<file path="src/rtl/io_ports.sv">
// Memory-mapped GPIO block: N_PORTS 8-bit bidirectional ports with synchronised inputs,
// per-pin edge interrupt flags, atomic set/clear writes and a single level IRQ.
module io_ports #(
  parameter int unsigned N_PORTS   = 2,
  parameter logic [15:0] BASE_ADDR = 16'h8400
) (
  input  logic                 clk,
  input  logic                 reset_n,
  input  logic                 bus_sel,
  input  logic                 bus_we,
  input  logic [15:0]          bus_addr,
  input  logic [7:0]           bus_wdata,
  output logic [7:0]           bus_rdata,
  output logic                 bus_hit,
  input  logic [8*N_PORTS-1:0] pin_in,
  output logic [8*N_PORTS-1:0] pin_out,
  output logic [8*N_PORTS-1:0] pin_oe,
  output logic                 irq
);

  localparam int unsigned W    = 8 * N_PORTS;
  localparam logic [15:0] SPAN = 16'(W);

  localparam logic [2:0] REG_OUT   = 3'd0;
  localparam logic [2:0] REG_DIR   = 3'd1;
  localparam logic [2:0] REG_IN    = 3'd2;
  localparam logic [2:0] REG_IFLAG = 3'd3;
  localparam logic [2:0] REG_IMASK = 3'd4;
  localparam logic [2:0] REG_IEDGE = 3'd5;
  localparam logic [2:0] REG_SET   = 3'd6;
  localparam logic [2:0] REG_CLR   = 3'd7;

  // Address decode
  logic [15:0] w_offset;
  logic        w_hit;
  logic        w_wr;
  logic [2:0]  w_port;
  logic [2:0]  w_reg;

  assign w_offset = bus_addr - BASE_ADDR;
  assign w_hit    = bus_sel && (w_offset < SPAN);
  assign w_wr     = w_hit && bus_we;
  assign w_port   = w_offset[5:3];
  assign w_reg    = w_offset[2:0];

  // State
  logic [W-1:0] r_out;
  logic [W-1:0] r_dir;
  logic [W-1:0] r_iflag;
  logic [W-1:0] r_imask;
  logic [W-1:0] r_iedge;
  logic [W-1:0] r_s1;
  logic [W-1:0] r_s2;
  logic [W-1:0] r_s3;
  logic [1:0]   r_warm;
  logic [7:0]   r_rdata;
  logic         r_hit;
  logic         r_irq;

  // Next-state
  logic [W-1:0] w_out_d;
  logic [W-1:0] w_dir_d;
  logic [W-1:0] w_imask_d;
  logic [W-1:0] w_iedge_d;
  logic [W-1:0] w_clr;
  logic [W-1:0] w_rise;
  logic [W-1:0] w_fall;
  logic [W-1:0] w_event;
  logic [W-1:0] w_iflag_d;
  logic [7:0]   w_rdata;

  always_comb begin
    w_out_d   = r_out;
    w_dir_d   = r_dir;
    w_imask_d = r_imask;
    w_iedge_d = r_iedge;
    w_clr     = '0;
    for (int p = 0; p < N_PORTS; p++) begin
      if (w_wr && (w_port == 3'(p))) begin
        case (w_reg)
          REG_OUT:   w_out_d[8*p +: 8]   = bus_wdata;
          REG_DIR:   w_dir_d[8*p +: 8]   = bus_wdata;
          REG_IFLAG: w_clr[8*p +: 8]     = bus_wdata;
          REG_IMASK: w_imask_d[8*p +: 8] = bus_wdata;
          REG_IEDGE: w_iedge_d[8*p +: 8] = bus_wdata;
          REG_SET:   w_out_d[8*p +: 8]   = r_out[8*p +: 8] | bus_wdata;
          REG_CLR:   w_out_d[8*p +: 8]   = r_out[8*p +: 8] & ~bus_wdata;
          default:   ;
        endcase
      end
    end
  end

  always_comb begin
    w_rdata = 8'h00;
    for (int p = 0; p < N_PORTS; p++) begin
      if (w_port == 3'(p)) begin
        case (w_reg)
          REG_OUT:   w_rdata = r_out[8*p +: 8];
          REG_DIR:   w_rdata = r_dir[8*p +: 8];
          REG_IN:    w_rdata = r_s2[8*p +: 8];
          REG_IFLAG: w_rdata = r_iflag[8*p +: 8];
          REG_IMASK: w_rdata = r_imask[8*p +: 8];
          REG_IEDGE: w_rdata = r_iedge[8*p +: 8];
          default:   w_rdata = 8'h00;
        endcase
      end
    end
  end

  // Edge detection; a new event beats a same-cycle W1C on the same bit.
  assign w_rise    = r_s2 & ~r_s3;
  assign w_fall    = ~r_s2 & r_s3;
  assign w_event   = (r_warm == 2'd3) ? ((r_iedge & w_rise) | (~r_iedge & w_fall)) : '0;
  assign w_iflag_d = (r_iflag & ~w_clr) | w_event;

  always_ff @(posedge clk or negedge reset_n) begin
    if (!reset_n) begin
      r_out   <= '0;
      r_dir   <= '0;
      r_iflag <= '0;
      r_imask <= '0;
      r_iedge <= '0;
      r_s1    <= '0;
      r_s2    <= '0;
      r_s3    <= '0;
      r_warm  <= 2'd0;
      r_rdata <= 8'h00;
      r_hit   <= 1'b0;
      r_irq   <= 1'b0;
    end else begin
      r_out   <= w_out_d;
      r_dir   <= w_dir_d;
      r_imask <= w_imask_d;
      r_iedge <= w_iedge_d;
      r_iflag <= w_iflag_d;
      r_s1    <= pin_in;
      r_s2    <= r_s1;
      r_s3    <= r_s2;
      if (r_warm != 2'd3) begin
        r_warm <= r_warm + 2'd1;
      end
      if (bus_sel) begin
        r_hit <= w_hit;
      end
      if (w_hit && !bus_we) begin
        r_rdata <= w_rdata;
      end
      r_irq <= |(r_iflag & r_imask);
    end
  end

  assign pin_out   = r_out;
  assign pin_oe    = r_dir;
  assign bus_rdata = r_rdata;
  assign bus_hit   = r_hit;
  assign irq       = r_irq;

endmodule

</file>
<file path="config.mk">
export PLATFORM = sky130hd
export DESIGN_NAME = io_ports
export DESIGN_NICKNAME = d
export VERILOG_FILES = /design/src/rtl/io_ports.sv
export SDC_FILE = /design/constraint.sdc
export NUM_CORES = 1
export LEC_CHECK = 0
export ABC_AREA = 1
export ABC_CLOCK_PERIOD_IN_PS = 1640
export BUFFER_PORTS_ARGS = -buffer_cell sky130_fd_sc_hd__buf_2
export CAP_MARGIN = 30
export CORE_UTILIZATION = 55
export CTS_CLUSTER_DIAMETER = 150
export DETAILED_ROUTE_END_ITERATION = 6
export PLACE_DENSITY = 0.79
export SLEW_MARGIN = 5
export SYNTH_ARGS = -nofsm -noshare
export SYNTH_HDL_FRONTEND = slang
export SYNTH_SLANG_ARGS = --single-unit
export TNS_END_PERCENT = 10
</file>
<file path="constraint.sdc">
create_clock -name clk -period 1.64 [get_ports clk]
set_input_delay 0.246 -clock clk [delete_from_list [all_inputs] [get_ports clk]]
set_output_delay 0.246 -clock clk [all_outputs]
set_load 0.02 [all_outputs]
</file>
==> flow_summary.yaml, run 1 <==
clock_network:
  clk_pin_slew_ps: 60
  cts_tree: "built"
  cts_resized: 0
  cts_max_level: 4
  cts_root_buf: "clkbuf_16"
  cts_buffers: 17
  cts_sinks: 140
  clock_latency_ps: 430
  cts_max_path_buffers: 2
placed_design:
  place_congestion: 0.916
  pre_cts_slack_ps: -49.8
  hpwlAfterDp_um: 12600
  port_buffers: 85
  dp_cells: 1056
  dpl_cell_area_um2: 7490
sta:
  rsz0062_at_grt: "false"
  layout_min_cycle_time_ps: 1310
  worst_pin_slew_ps: 309
  drv_slew: 0
  setup_violations: 0
  fin_tns_setup_ps: 0
  clock-skew-final_ps: 7.76
  period_share: 0.796
  fmax_mhz: 766
  setup_slack_ps: 334
  whs_ps: 25.8
  relSlewSlack: 0.794
  finalHoldViolCount: 0
floorplan:
  die_y_um: 112
  die_area_um2: 12500
  row_count: 39
  ios: 86
  die_w_um: 112
  initial_utilization: 0.572
  core-area_um2: 11600
logic_synthesis:
  synth_seq_cells: 140
  synth_seq_area_share: 0.530
  synth_edf_count: 0
  synth_nets: 862
  synth-main-ff-cell: "dfrtp_1"
  yosysUniqueCellTypes: 29
  synth.avg_cell_area_um2: 8.10
  synthesis.area_um2: 6610
  synth-async-reset-ratio: 1.00
  synth_cells: 817
  yosysWarnings: 0
final_layout:
  final_common_cell: "nand2_1"
  nets: 994
  stdcell_count: 1105
  fillCellCount: 891
  design_area_um2: 8300
  final_cell_mix: "nand2_1 (240), dfrtp_1 (140), buf_2 (84), inv_1 (69), o21ai_0 (67)"
  antenna_cells: 0
  drive_gt1_frac: 0.210
  syn2layout_area_growth_pct: 25.4
  postLayoutCoreUtil: 0.717
detailed_routing:
  routed_wl_um: 18300
  first_iter_violations: 658
  vias: 6279
  via_per_inst: 5.68
  dr.max_layer_used: "met4"
  wl_met1_um: 7730
  routedWlPerCell_um: 16.6
  dr_wl_met3_um: 1380
  ant_nets: 0
  met2_length_um: 8690
  drc: 6
  dr.pass1.iters: 7
global_routing:
  grt_pass1_wl_um: 30100
  grt_pass1_vias: 6008
  track_usage: 0.315
  antenna_found_initial: 0
  grt_max_degree: 56
  grt-ovfl-total: 0
flow_run:
  maxCapViolCount: 0
worst_setup_path:
  path_max_fanout: 3
  critPathBufInv: 1
  crit_arrival_ps: 1060
  criticalPathCategory: "reg -> out"
  crit_chain: "buf_2"
  max_stage_delay_ps: 430
  crit_family: "flip-flops"
  cp.required_ps: 1390
  end_kind: "primary output"
  crit_path_start_kind: "flop"
  slowest_stage: "dfrtp_1"
run_status:
  violations: "DRC"
  status: "finished, violations left"
power:
  ir_drop_mv: 0.863
  pwr-share-comb: 0.070
  p_sw_mw: 1.92
  clkPwrFrac: 0.498
  sequentialPowerShare: 0.432
  power_density_nw_per_um2: 991
  swShare: 0.234
  leakage_nw: 4.42
  intPower_mw: 6.30
  power_mw: 8.22
min_path:
  hold_class: "in -> reg"
flip-flops by register name (all words and copies together) (netlist names):
name and flops:
r_s1 16, r_warm 2, pin_oe 16, irq 1, r_iflag 16, r_imask 16
bus_hit 1, r_s2 16, bus_rdata 8, r_s3 16, pin_out 16, r_iedge 16
cell type report:
cell class / count / area, um^2 / area share
Sequential cell: 140 / 3500 / 0.422
Multi-Input combinational cell: 560 / 2620 / 0.316
Inverter: 71 / 267 / 0.0321
Tap cell: 143 / 179 / 0.0216
Clock buffer: 18 / 439 / 0.0529
Timing Repair Buffer: 159 / 1090 / 0.132
Clock inverter: 14 / 194 / 0.0234
synthesized netlist by cell type, drive strengths merged (8+ instances only):
cell	instances	share of area
a21o	8	0.0091
a21oi	43	0.033
buf	22	0.020
clkbuf	24	0.014
dfrtp	140	0.53
inv	71	0.040
nand2	243	0.14
nand3	39	0.030
nand4	51	0.048
nor2	58	0.041
o21ai	104	0.079
or2	9	0.0089
path summary, 6_finish.rpt:
path | start | endpoint | depth (start not counted) | slack, ps
max | pin_oe[3] | pin_oe[3] | 1 | 330
min | bus_sel | bus_hit | 2 | 30
max reg2reg | r_iedge[6] | bus_rdata[6] | 8 | 420
min reg2reg | r_s1[4] | r_s2[4] | 0 | 350
max in group asynchronous | reset_n | pin_out[14] | 3 | 760
min in group asynchronous | reset_n | r_s1[9] | 2 | 260
cells by family (layout without fill, tap and decap cells):
| logic type | after synthesis | in the layout | synth area share |
|---|---|---|---|
| AOI/OAI and AO/OA | 157 | 157 | 0.124 |
| xor gates and xnor gates | 1 | 1 | 0.00132 |
| adders and majority gates | 1 | 1 | 0.00189 |
| buffers and inverters | 117 | 262 | 0.0738 |
| DFF | 140 | 140 | 0.530 |
| muxes | 1 | 1 | 0.00170 |
| and+or+nand+nor | 400 | 400 | 0.268 |
per-layer routing:
metal / vias up / track usage
met5: - / 0
li1: 2936 / -
met4: 0 / 0.129
met1: 2987 / 0.426
met3: 51 / 0.0795
met2: 305 / 0.486
worst register-to-register path, delay by kind of cell (launching register included):
kind	cells	cell delay, ps
simple gates	7	650
flops	1	410
buf+inv	1	40
timing repair:
item,CTS,global route
setup buffers,0,0
endpoints found under the hold margin,56,0
hold buffers,17,0
power groups by stage:
stage | sequential (mW) | clock, mW | combinational [mW]
6_report | 3.55 | 4.10 | 0.576
5_1_grt | 3.56 | 4.29 | 0.626
4_1_cts | 3.55 | 4.13 | 0.569
3_5_place_dp | 3.61 | 0 | 0.532
3_3_place_gp | 3.61 | 0 | 0.530
2_1_floorplan | 3.60 | 0 | 0.255
(Power assumes the default switching activity.)
==> run 2, diff against run 1 <==
ABC_AREA = 0   (was 1)
ABC_CLOCK_PERIOD_IN_PS = 1200   (was 1640)
CORE_UTILIZATION = 52   (was 55)
clock period = 1.2 ns   (was 1.64 ns; I/O delays follow)
==> flow_summary.yaml, run 2 <==
run_status:
  status: "finished, violations left"
  violations: "setup timing"
sta:
  period_share: 1.38
  setup_violations: 120
  layout_min_cycle_time_ps: 1650
  relSlewSlack: 0.572
  rsz0062_at_grt: "true"
  finalHoldViolCount: 0
  fmax_mhz: 604
  drv_slew: 0
  setup_slack_ps: -455
  clock-skew-final_ps: 13.1
  worst_pin_slew_ps: 642
floorplan:
  core-area_um2: 11500
  row_count: 39
  die_w_um: 111
  die_y_um: 111
  initial_utilization: 0.536
  ios: 86
  die_area_um2: 12300
detailed_routing:
  dr_wl_met3_um: 1890
  dr.max_layer_used: "met4"
  via_per_inst: 6.40
  routed_wl_um: 21600
  vias: 5763
  first_iter_violations: 690
  routedWlPerCell_um: 24.0
  met2_length_um: 10100
  drc: 0
  wl_met1_um: 8170
  ant_nets: 0
  dr.pass1.iters: 6
logic_synthesis:
  yosysUniqueCellTypes: 45
  synth_edf_count: 0
  synth_seq_cells: 140
  synth_cells: 524
  synthTopCellsByCount: "dfrtp_1 (140), nand2_1 (72), mux2_2 (55)"
  synth.most_common_cell: "dfrtp_1"
  synth_seq_area_share: 0.570
  synthesis.area_um2: 6150
  synth-main-ff-cell: "dfrtp_1"
  ys_top_cells_by_area: "dfrtp_1 (57%), mux2_2 (10%), nand2_1 (4.4%)"
  synth_nets: 569
  yosysWarnings: 0
  yosys.area.top_type_share: 0.570
  yosys.area.top_type: "dfrtp_1"
  synth.avg_cell_area_um2: 11.7
  synth-async-reset-ratio: 1.00
global_routing:
  grt_max_degree: 43
  grt_pass1_wl_um: 32200
  track_usage: 0.348
  grt-ovfl-total: 0
  antenna_found_initial: 0
  grt_pass1_vias: 5909
clock_network:
  cts_max_level: 4
  cts_tree: "built"
  cts_max_path_buffers: 2
  cts_buffers: 17
  cts_root_buf: "clkbuf_16"
  clk_pin_slew_ps: 60
  clock_latency_ps: 430
  cts_sinks: 140
power:
  leakage_nw: 4.34
  power_density_nw_per_um2: 1260
  power_mw: 11.8
  ir_drop_mv: 1.54
final_layout:
  multi_input_comb_area_um2: 2950
  fillCellCount: 556
  drive_gt1_frac: 0.470
  nets: 789
  final_cell_mix: "dfrtp_1 (140), buf_4 (76), buf_6 (73), nand2_1 (67), buf_2 (48)"
  stdcell_count: 901
  final_common_cell: "dfrtp_1"
  seqCellArea_um2: 3500
  syn2layout_area_growth_pct: 52.3
placed_design:
  hpwlAfterDp_um: 12700
  port_buffers: 85
  dp_cells: 844
  place_congestion: 0.890
worst_setup_path:
  cp.required_ps: 1490
  crit_path_start_kind: "flop"
  crit_arrival_ps: 1950
  criticalPathCategory: "reg -> reg"
  end_kind: "flop"
  path_max_fanout: 2
flow_run:
  maxCapViolCount: 0
min_path:
  hold_class: "in -> reg"
-- run 2: worst paths after layout --
check | from | endpoint | slack, ps | cells past startpoint
max in group asynchronous | reset_n | r_s2[0] | 420 | 3
setup / recovery | r_imask[1] | bus_rdata[1] | -450 | 4
hold reg to reg | r_s1[6] | r_s2[6] | 350 | 0
min in group asynchronous | reset_n | r_iflag[14] | 220 | 2
hold / removal | bus_sel | bus_hit | 100 | 3
setup reg to reg | r_imask[1] | bus_rdata[1] | -450 | 4
-- run 2: kinds of logic after synthesis --
group,share of synthesized area
and+or+nand+nor,0.125
DFF,0.570
AOI/OAI and AO/OA,0.128
muxes,0.156
buffers and inverters,0.0173
xor gates and xnor gates,0.00142
adders and majority gates,0.00203
-- run 2: timing repair --
action,4_1_cts,5_1_grt
hold buffers,17,0
setup endpoints to repair,118,121
pin swaps,28,13
buffers inserted,4,3
resized for setup,162,40
hold endpoints to repair,100,0
-- run 2: area by class of cell --
class	instances	share of cell area
Sequential cell	140	0.374
Multi-Input combinational cell	357	0.315
Timing Repair Buffer	226	0.217
Clock buffer	23	0.0521
Clock inverter	9	0.0220
Tap cell	143	0.0191
Inverter	2	0.000802
Antenna cell	1	0.000267
-- run 2: layer usage --
| metal | global-route usage | up-vias |
|---|---|---|
| li1 | - | 2368 |
| met1 | 0.426 | 2857 |
| met2 | 0.556 | 417 |
| met3 | 0.0875 | 121 |
| met4 | 0.214 | 0 |
| met5 | 0 | - |
-- run 2: report_power, final --
part	total, mW	internal (mW)	switching [mW]
Combinational	0.795	0.328	0.467
Clock	6.17	4.13	2.04
Sequential	4.86	4.80	0.0546
Total	11.8	9.27	2.56
-- run 2: worst max-delay path, cell delays in order, from the launching register on --
cell and delay, ps:
dfrtp_1 400, mux2_2 270, a222oi_1 560, nand2b_1 200
o211ai_1 90
-- run 2: through the flow --
stage / setup WS (ps) / TNS [ps] / instance area (um^2) / hold slack [ps] / util
finish: -455 / -20040 / 9370 / 101 / 0.817
floorplan: -628 / -45250 / 6220 / -116 / -
CTS: -249 / -12260 / 9210 / 84.6 / 0.803
global placement: -676 / -50130 / 7710 / 98.0 / 0.672
global route: -348 / -23900 / 9360 / 95.1 / 0.816
detailed placement: -725 / -53770 / 7710 / 100 / 0.672
==> run 3, diff against run 2 <==
ABC_CLOCK_PERIOD_IN_PS = 2100   (was 1200)
CORE_UTILIZATION = 55   (was 52)
PLACE_DENSITY = 0.8   (was 0.79)
clock period = 2.1 ns   (was 1.2 ns; I/O delays follow)
==> flow_summary.yaml, run 3 (synthesis results as in run 2) <==
global_routing:
  grt_most_used_layer: "met2"
  antenna_found_initial: 0
  grt_pass1_wl_um: 27200
  grt-ovfl-total: 0
  grtUsageMet1: 0.414
  track_usage: 0.324
  grt_pass1_vias: 5049
  grt.met2_usage: 0.495
  grt_max_degree: 43
  use_met3: 0.102
placed_design:
  port_buffers: 85
  place_congestion: 0.931
  pre_cts_slack_ps: -102
  dp_cells: 769
  hpwlAfterDp_um: 12100
sta:
  period_share: 0.808
  worst_pin_slew_ps: 492
  fmax_mhz: 589
  rsz0062_at_grt: "false"
  clock-skew-final_ps: 6.68
  finalHoldViolCount: 0
  setup_violations: 0
  relSlewSlack: 0.672
  layout_min_cycle_time_ps: 1700
  drv_slew: 0
  whs_ps: 83.7
  setup_slack_ps: 403
final_layout:
  final_common_cell: "dfrtp_1"
  antenna_cells: 0
  nets: 710
  final_cell_mix: "dfrtp_1 (140), buf_2 (84), nand2_1 (72), mux2_2 (55), buf_4 (41)"
  stdcell_count: 818
  syn2layout_area_growth_pct: 27.5
  drive_gt1_frac: 0.344
  fillCellCount: 743
detailed_routing:
  routedWlPerCell_um: 21.1
  first_iter_violations: 383
  ant_nets: 0
  routed_wl_um: 17300
  vias: 4956
  via_per_inst: 6.06
  dr.pass1.iters: 5
  drc: 0
clock_network:
  cts_max_level: 4
  clock_latency_ps: 530
  cts_buffers: 17
  post_cts_buffers: 0
  cts_root_buf: "clkbuf_8"
  clk_pin_slew_ps: 60
  cts_sinks: 140
  cts_tree: "built"
  cts_resized: 0
  cts_max_path_buffers: 2
worst_setup_path:
  crit_path_start_kind: "input pin"
  reg2reg_from: "r_iedge[0]"
  r2r_setup_slack_ps: 580
  max_stage_delay_ps: 550
  criticalPathCategory: "in -> reg"
  end_kind: "flop"
  crit_chain: "buf_2, or4b_1, nor2_1, nand4_2, nor3_4, buf_4, mux2_2"
  crit_arrival_ps: 2110
  cp.required_ps: 2510
  rr_endpoint: "bus_rdata[0]"
  path_max_fanout: 5
  slowest_stage: "or4b_1"
  rr_worst_depth: 4
min_path:
  min_to: "bus_hit"
  hold_class: "in -> reg"
  hp-start: "bus_addr[10]"
  hold_depth: 3
flow_run:
  maxCapViolCount: 0
floorplan:
  die_area_um2: 11600
  core-area_um2: 10900
  row_count: 38
  die_y_um: 108
  ios: 86
  die_w_um: 108
  initial_utilization: 0.565
run_status:
  status: "completed"
power:
  ir_drop_mv: 0.867
  power_mw: 6.27
  leakage_nw: 3.72
  power_density_nw_per_um2: 799
[run 3: cell count changes in the layout (fill, tap and decap cells not counted), moves of 8 or more]
cell     previous run  this run
buf_6              73         1
mux2_4             39         0
mux2_2             17        55
buf_2              48        84
buf_4              76        41
o21ai_0            24        37
a21oi_1             1        12
a21oi_2             9         0
o21ai_1             8         0
[run 3: metrics by stage]
stage	util	area, um^2	TNS, ps
final	0.720	7840	0
after global routing	0.720	7840	0
after CTS	0.720	7840	0
after detailed placement	0.647	7050	-1560
after global placement	0.647	7050	-1480
after floorplan	-	6150	0
[run 3: per-layer routing]
layer  part of all wire  wire, um
met5                  0         0
met2               0.47      8070
met1               0.42      7190
met4              0.037       645
met3              0.079      1360
[run 3: power by group]
part | total (mW) | switching (mW) | internal, mW
logic | 0.367 | 0.224 | 0.143
clock network | 3.13 | 1.12 | 2.01
registers | 2.78 | 0.0293 | 2.75
[run 3: how the worst max path moves through the flow]
| stage | start | to | slack, ps | depth (start not counted) |
|---|---|---|---|---|
| floorplan | bus_addr[8] | r_imask[0] | 100 | 5 |
| global placement | bus_addr[8] | r_imask[3] | -90 | 7 |
| detailed placement | bus_addr[8] | r_imask[5] | -100 | 7 |
| CTS | bus_addr[8] | r_imask[5] | 440 | 7 |
| global route | bus_addr[8] | r_imask[7] | 330 | 7 |
| finish | bus_addr[8] | r_imask[7] | 400 | 7 |
[run 3: repair_timing]
item	in CTS	in global routing
hold buffers	17	0
setup endpoints to repair	0	0
endpoints found under the hold margin	115	0
[run 3: worst max-delay path: cells and delay by family]
| family | cells | cell delay [ps] |
|---|---|---|
| simple gates | 4 | 1180 |
| mux | 1 | 340 |
| buf+inv | 2 | 270 |
[run 3: cell type report]
| class | instances | area, um^2 | area share |
|---|---|---|---|
| Sequential cell | 140 | 3500 | 0.447 |
| Multi-Input combinational cell | 357 | 2540 | 0.324 |
| Inverter | 2 | 7.51 | 0.000957 |
| Clock buffer | 24 | 500 | 0.0638 |
| Timing Repair Buffer | 147 | 990 | 0.126 |
| Clock inverter | 8 | 128 | 0.0163 |
| Tap cell | 140 | 175 | 0.0223 |
